===== src/rtl/adex_pkg.sv =====
// +----------------------------------------------------------------------+
// | adex_pkg: shared defaults, sweep FSM states and saturation helper.  |
// | Rev 1.0                                                              |
// +----------------------------------------------------------------------+
`default_nettype none

package adex_pkg;

    localparam int DEF_W       = 16;
    localparam int DEF_N       = 8;
    localparam int DEF_EL      = -1120;
    localparam int DEF_VT      = -800;
    localparam int DEF_V_PEAK  = 320;
    localparam int DEF_V_RESET = -928;
    localparam int DEF_B       = 80;
    localparam int DEF_TAU_SH  = 4;
    localparam int DEF_EXP_SH  = 8;
    localparam int DEF_A_SH    = 3;
    localparam int DEF_TAUW_SH = 6;
    localparam int DEF_I_SH    = 2;
    localparam int DEF_REF_CYC = 2;
    localparam int REF_W       = 8;

    typedef enum logic [1:0] {
        IDLE  = 2'd0,
        SWEEP = 2'd1,
        FIN   = 2'd2
    } state_t;

    // Clamp x to the signed range of a 'bits'-wide value.
    function automatic logic signed [63:0] sat(input logic signed [63:0] x, input int bits);
        logic signed [63:0] hi;
        logic signed [63:0] lo;
        hi = (64'sd1 <<< (bits - 1)) - 64'sd1;
        lo = -hi - 64'sd1;
        if (x > hi)
            sat = hi;
        else if (x < lo)
            sat = lo;
        else
            sat = x;
    endfunction

endpackage

`default_nettype wire


===== src/rtl/adex_update_core.sv =====
// +----------------------------------------------------------------------+
// | adex_update_core: combinational single-neuron AdEx Euler step.      |
// | Rev 1.0                                                              |
// +----------------------------------------------------------------------+
`default_nettype none

module adex_update_core
    import adex_pkg::*;
#(
    parameter int W       = DEF_W,
    parameter int EL      = DEF_EL,
    parameter int VT      = DEF_VT,
    parameter int V_PEAK  = DEF_V_PEAK,
    parameter int V_RESET = DEF_V_RESET,
    parameter int B       = DEF_B,
    parameter int TAU_SH  = DEF_TAU_SH,
    parameter int EXP_SH  = DEF_EXP_SH,
    parameter int A_SH    = DEF_A_SH,
    parameter int TAUW_SH = DEF_TAUW_SH,
    parameter int I_SH    = DEF_I_SH,
    parameter int REF_CYC = DEF_REF_CYC
) (
    input  logic signed [W-1:0]     v,
    input  logic signed [W-1:0]     w,
    input  logic        [REF_W-1:0] ref_cnt,
    input  logic signed [W-1:0]     cur,
    output logic signed [W-1:0]     v_nxt,
    output logic signed [W-1:0]     w_nxt,
    output logic        [REF_W-1:0] ref_nxt,
    output logic                    spk
);

    localparam int XW = W + 4;
    localparam int SW = 2 * W + 2;

    logic signed [XW-1:0] w_xv, w_xw, w_xi, w_lk, w_d, w_sqs, w_ex, w_vn, w_wn;
    logic signed [SW-1:0] w_sq;
    logic signed [W-1:0]  w_vs, w_ws, w_wbs;

    always_comb begin
        w_xv  = XW'(v);
        w_xw  = XW'(w);
        w_xi  = XW'(cur) >>> I_SH;
        w_lk  = (XW'(EL) - w_xv) >>> TAU_SH;
        w_d   = w_xv - XW'(VT);
        w_sq  = SW'(w_d) * SW'(w_d);
        // Square is clamped before the shift so the W+4 sums cannot overflow.
        w_sqs = XW'(sat(64'(w_sq), XW));
        w_ex  = (w_xv > XW'(VT)) ? (w_sqs >>> EXP_SH) : XW'(0);
        w_vn  = w_xv + w_lk + w_ex - w_xw + w_xi;
        w_wn  = w_xw + ((((w_xv - XW'(EL)) >>> A_SH) - w_xw) >>> TAUW_SH);
        w_vs  = W'(sat(64'(w_vn), W));
        w_ws  = W'(sat(64'(w_wn), W));
        w_wbs = W'(sat(64'(w_ws) + 64'(B), W));

        v_nxt   = w_vs;
        w_nxt   = w_ws;
        ref_nxt = '0;
        spk     = 1'b0;
        if (ref_cnt != '0) begin
            v_nxt   = W'(V_RESET);
            ref_nxt = ref_cnt - REF_W'(1);
        end else if (w_vs >= W'(V_PEAK)) begin
            spk     = 1'b1;
            v_nxt   = W'(V_RESET);
            w_nxt   = w_wbs;
            ref_nxt = REF_W'(REF_CYC);
        end
    end

endmodule

`default_nettype wire


===== src/rtl/adex_neuron_array.sv =====
// +----------------------------------------------------------------------+
// | adex_neuron_array: N time-multiplexed AdEx neurons, one per clock.  |
// | Optional per-channel spike counters: define ADEX_SPIKE_CNT_EN.      |
// | Rev 1.0                                                              |
// +----------------------------------------------------------------------+
`default_nettype none

module adex_neuron_array
    import adex_pkg::*;
#(
    parameter int W       = DEF_W,
    parameter int N       = DEF_N,
    parameter int EL      = DEF_EL,
    parameter int VT      = DEF_VT,
    parameter int V_PEAK  = DEF_V_PEAK,
    parameter int V_RESET = DEF_V_RESET,
    parameter int B       = DEF_B,
    parameter int TAU_SH  = DEF_TAU_SH,
    parameter int EXP_SH  = DEF_EXP_SH,
    parameter int A_SH    = DEF_A_SH,
    parameter int TAUW_SH = DEF_TAUW_SH,
    parameter int I_SH    = DEF_I_SH,
    parameter int REF_CYC = DEF_REF_CYC,
    localparam int IW     = (N > 1) ? $clog2(N) : 1
) (
    input  logic                clk,
    input  logic                reset,
    input  logic                tick,
    input  logic [N*W-1:0]      i_cur,
    output logic                busy,
    output logic                done,
    output logic                overrun,
    output logic [N-1:0]        spike,
    input  logic [IW-1:0]       rd_idx,
    output logic signed [W-1:0] rd_v,
    output logic signed [W-1:0] rd_w
`ifdef ADEX_SPIKE_CNT_EN
    ,
    output logic [15:0]         rd_cnt
`endif
);

    state_t               r_state, w_state_nxt;
    logic [IW-1:0]        r_idx;
    logic signed [W-1:0]  r_v [N];
    logic signed [W-1:0]  r_w [N];
    logic [REF_W-1:0]     r_ref [N];
    logic [N-1:0]         r_acc, w_commit;
    logic                 w_last;
    logic signed [W-1:0]  w_cur, w_vn, w_wn;
    logic [REF_W-1:0]     w_refn;
    logic                 w_spk;

    assign w_last = (r_idx == IW'(N - 1));
    assign w_cur  = i_cur[32'(r_idx)*W +: W];

    adex_update_core #(
        .W(W), .EL(EL), .VT(VT), .V_PEAK(V_PEAK), .V_RESET(V_RESET), .B(B),
        .TAU_SH(TAU_SH), .EXP_SH(EXP_SH), .A_SH(A_SH), .TAUW_SH(TAUW_SH),
        .I_SH(I_SH), .REF_CYC(REF_CYC)
    ) u_core (
        .v       (r_v[r_idx]),
        .w       (r_w[r_idx]),
        .ref_cnt (r_ref[r_idx]),
        .cur     (w_cur),
        .v_nxt   (w_vn),
        .w_nxt   (w_wn),
        .ref_nxt (w_refn),
        .spk     (w_spk)
    );

    // FIN is not busy, so a tick arriving with done chains straight into a new sweep.
    always_comb begin
        w_state_nxt = r_state;
        busy        = 1'b0;
        done        = 1'b0;
        case (r_state)
            IDLE:  if (tick) w_state_nxt = SWEEP;
            SWEEP: begin
                busy = 1'b1;
                if (w_last) w_state_nxt = FIN;
            end
            FIN: begin
                done        = 1'b1;
                w_state_nxt = tick ? SWEEP : IDLE;
            end
            default: w_state_nxt = IDLE;
        endcase
    end

    always_comb begin
        w_commit        = r_acc;
        w_commit[r_idx] = w_spk;
    end

    always_ff @(posedge clk or posedge reset) begin
        if (reset) begin
            r_state <= IDLE;
            r_idx   <= '0;
            r_acc   <= '0;
            spike   <= '0;
            overrun <= 1'b0;
            for (int k = 0; k < N; k++) begin
                r_v[k]   <= W'(EL);
                r_w[k]   <= '0;
                r_ref[k] <= '0;
            end
        end else begin
            r_state <= w_state_nxt;
            if (tick && busy)
                overrun <= 1'b1;
            if (busy) begin
                r_v[r_idx]   <= w_vn;
                r_w[r_idx]   <= w_wn;
                r_ref[r_idx] <= w_refn;
                r_acc[r_idx] <= w_spk;
                if (w_last) begin
                    r_idx <= '0;
                    spike <= w_commit;
                end else begin
                    r_idx <= r_idx + IW'(1);
                end
            end
        end
    end

    assign rd_v = (32'(rd_idx) < N) ? r_v[rd_idx] : '0;
    assign rd_w = (32'(rd_idx) < N) ? r_w[rd_idx] : '0;

`ifdef ADEX_SPIKE_CNT_EN
    logic [15:0] r_cnt [N];

    always_ff @(posedge clk or posedge reset) begin
        if (reset) begin
            for (int k = 0; k < N; k++)
                r_cnt[k] <= '0;
        end else if (busy && w_spk && (r_cnt[r_idx] != 16'hFFFF)) begin
            r_cnt[r_idx] <= r_cnt[r_idx] + 16'd1;
        end
    end

    assign rd_cnt = (32'(rd_idx) < N) ? r_cnt[rd_idx] : '0;
`endif

endmodule

`default_nettype wire


===== config.mk =====
export PLATFORM = sky130hd
export DESIGN_NAME = adex_neuron_array
export DESIGN_NICKNAME = d
export VERILOG_FILES = /design/src/rtl/adex_pkg.sv /design/src/rtl/adex_update_core.sv /design/src/rtl/adex_neuron_array.sv
export SDC_FILE = /design/constraint.sdc
export NUM_CORES = 2
export LEC_CHECK = 0
export ABC_AREA = 1
export BUFFER_PORTS_ARGS = -buffer_cell sky130_fd_sc_hd__buf_2
export CAP_MARGIN = 25
export CORE_MARGIN = 5
export CORE_UTILIZATION = 31
export DETAILED_ROUTE_END_ITERATION = 10
export HOLD_SLACK_MARGIN = 0.1
export PLACE_DENSITY = 0.57
export SLEW_MARGIN = 40
export SYNTH_ARGS = -nofsm -noshare
export SYNTH_HDL_FRONTEND = slang
export SYNTH_SLANG_ARGS = --single-unit

===== constraint.sdc =====
create_clock -name clk -period 15.3 [get_ports clk]
set_clock_uncertainty 0.15 [all_clocks]
set_input_delay 4.59 -clock clk [delete_from_list [all_inputs] [get_ports clk]]
set_output_delay 4.59 -clock clk [all_outputs]
set_load 0.01 [all_outputs]

==> flow_metrics.tcl <==
set metrics [dict create \
    io_pins 177 \
    synth_edf_count 0 \
    n_antenna_cell 0 \
    finalCritPeriodShare_pct 94.4 \
    worst_slew_pin_slew_ns 0.900 \
    fin_setup_tns_ns 0 \
    cts_max_level 2 \
    placed_area_mm2 0.0357 \
    ys_warn_count 0 \
    cts_tree "done" \
    grt.total_usage_pct 19.9 \
    clock-root-buffer "clkbuf_16" \
    min_from "overrun" \
    postLayoutCellArea_mm2 0.0372 \
    r2r_end "r_v[125]" \
    route.detailed.drc 0 \
    dr.pass1.iters 6 \
    place.port_buffers 160 \
    multi_input_area_mm2 0.0211 \
    clock-sinks 342 \
    start_util_pct 31.1 \
    vias_per_cell 5.13 \
    antenna_found_initial 1 \
    area_growth_pct 12.0 \
    syn_inst 4333 \
    cts_buffer_depth 3 \
    post_route_cells_drive_above_1_share_pct 11.2 \
    cp-end-kind "register" \
    slew_violations 0 \
    drv_cap 0 \
    dieArea_mm2 0.114 \
    rrSetupSlack_ns 0.86 \
    ys_seq_area_share_pct 26.0 \
    clk_latency_ns 0.56 \
    crit_start "r_idx[2]" \
    vias 30100 \
    max_freq_mhz 69.2 \
    fp-row-count 120 \
    die_w_um 338 \
    status "completed" \
    async_flop_share_pct 100 \
    period_needed_ns 14.44 \
    slowest_delay_ns 0.67 \
    fin_util_pct 34.8 \
    drt_iter0_markers 2639 \
    fin_hold_ws_ns 0.325 \
    cts_inserted_buffers 38 \
    path_class "register to register" \
    finalSetupViolCount 0 \
    arrival_ns 14.74 \
    post_drt_wl_per_cell_um 19.5 \
    r2r-start "r_idx[2]" \
    grt-ovfl-total 0 \
    min_to "overrun" \
    grt_pass1_vias 29300 \
    coreArea_mm2 0.107 \
    synth_seq_cells 342 \
    fillers 11300 \
    syn_area_mm2 0.0333 \
    routabilityCongestion 0.909 \
    crit_path_frequent_cell "nand2_1" \
    grt_pass1_wl_mm 176 \
    drt-total-wl_mm 115 \
    syn_avg_cell_area_um2 7.68 \
    synth_cell_types 62 \
    finalHoldViolations 0 \
    min_path_cells 1 \
    finish.net_count 5034 \
    slowest_stage "nor2_1" \
    reg2reg_depth 57 \
    ant_nets 0 \
    relSlewSlack_pct 40.0 \
    hp-class "register to register" \
    syn_nets 4932 \
    grt_max_degree 152 \
    regArea_mm2 0.00865 \
    yosys_most_used_dff "dfrtp_1" \
    startpoint_type "register" \
    dp_hpwl_mm 82.0 \
    required_ns 15.59 \
    die_h_um 338 \
    clk_pin_slew_ns 0.06 \
    critical_path.max_fanout 18 \
]
## routing by layer
layer  share of wire (%)  GRT usage (%)  vias up
met4                 2.1           3.91        2
met3                 8.7           3.24      169
met5               0.010              0        -
met2                  44           31.6     1222
met1                  45           28.7    14600
li1                    -              -    14100
## cell usage in the layout (no fill, tap or decap), drive strengths merged, types with 15 or more instances in the layout
cell type	count
nand2	895
inv	748
o21ai	403
nor2	372
fa	306
dfrtp	270
a21oi	252
buf	251
nand3	204
ha	159
a221oi	73
xor2	73
dfstp	72
clkbuf	61
a31oi	45
nand4	43
xnor2	34
o22ai	33
a22oi	26
a22o	18
o211ai	17
nor3	17
o2bb2ai	15
## state kept, by name, summed over array words and instances, names as in the netlist
name     flops
overrun      1
r_acc        8
r_idx        3
r_ref       64
r_state      2
r_v        128
r_w        128
spike        8
## worst max-delay path: cells and delay by family, from the launching register on
kind	cells	cell delay, ns
adder cells (fa/ha/maj)	11	5.49
AND/OR/NAND/NOR	24	3.69
AO/OA/AOI/OAI	9	1.78
buffers and inverters	10	1.56
XOR/XNOR	3	1.14
flip-flops	1	0.51
## cells by family (layout without fill, tap and decap cells)
family | after synthesis | in the layout | share of synthesized area [%]
buf+inv | 947 | 1078 | 11.0
compound gates | 924 | 924 | 16.3
flops | 342 | 342 | 26.0
simple gates | 1548 | 1548 | 19.5
xor+xnor | 107 | 107 | 2.88
fa+ha+maj | 465 | 465 | 24.4
## worst max path at each step
stage / end / slack [ns] / cells past startpoint
3_5_place_dp: r_w[15] / 0.1 / 58
2_1_floorplan: overrun / 1.20 / 1
4_1_cts: r_w[15] / 0.05 / 58
6_report: r_v[125] / 0.86 / 57
5_1_grt: r_v[101] / -0.01 / 57
3_3_place_gp: r_w[47] / 0.29 / 58
## through the flow
stage / std cells / setup WS (ns)
final: 5867 / 0.857
after global routing: 5867 / -0.0139
after CTS: 5856 / 0.0464
after detailed placement: 5787 / 0.0969
after global placement: 5787 / 0.291
after floorplan: 4333 / 1.20
## synthesized netlist by cell type (4+ instances only)
master	number	area, um^2
nand2_1	871	3270
inv_1	732	2750
nor2_1	364	1370
o21ai_0	359	1800
fa_1	306	6130
dfrtp_1	270	6760
a21oi_1	250	1250
nand3_1	187	936
ha_1	159	1990
clkbuf_1	140	526
a221oi_1	72	631
dfstp_2	72	1890
xor2_1	71	622
a31oi_1	45	282
nand4_1	43	269
o21ai_1	39	195
o22ai_1	33	206
xnor2_1	33	289
a22oi_1	26	195
nand2_2	23	144
buf_1	19	71.3
a22o_1	18	158
o211ai_1	17	128
inv_2	16	60.1
buf_2	15	75.1
nor3_1	15	75.1
o2bb2ai_1	15	131
a21o_1	11	82.6
buf_4	11	82.6
nand3_2	11	110
clkinv_1	8	30.0
nor2_2	7	43.8
o21bai_1	7	52.6
nand3_4	6	105
or2_2	6	37.5
o21a_1	5	37.5
o21ai_2	5	43.8
o221ai_1	5	43.8
o31ai_1	5	37.5
buf_6	4	45.0
nand3b_1	4	30.0
## repair_timing
| action | 4_1_cts | 5_1_grt |
|---|---|---|
| hold buffers | 0 | 0 |
| setup endpoints to repair | 0 | 280 |
| hold endpoints to repair | 0 | 0 |
| resized for setup | 0 | 15 |
| setup buffers | 0 | 10 |
## cell type report
type / instances / share of cell area [%]
clock buffers: 61 / 3.19
clock inverters: 8 / 0.326
inverters: 758 / 7.73
multi-input cells: 3044 / 56.6
flip-flops and latches: 342 / 23.2
well taps: 1403 / 4.71
repair buffers: 251 / 4.19
Power is left out: the tool's default activity adds up to more than one toggle a clock period on the data nets, which glitch-free logic cannot reach.
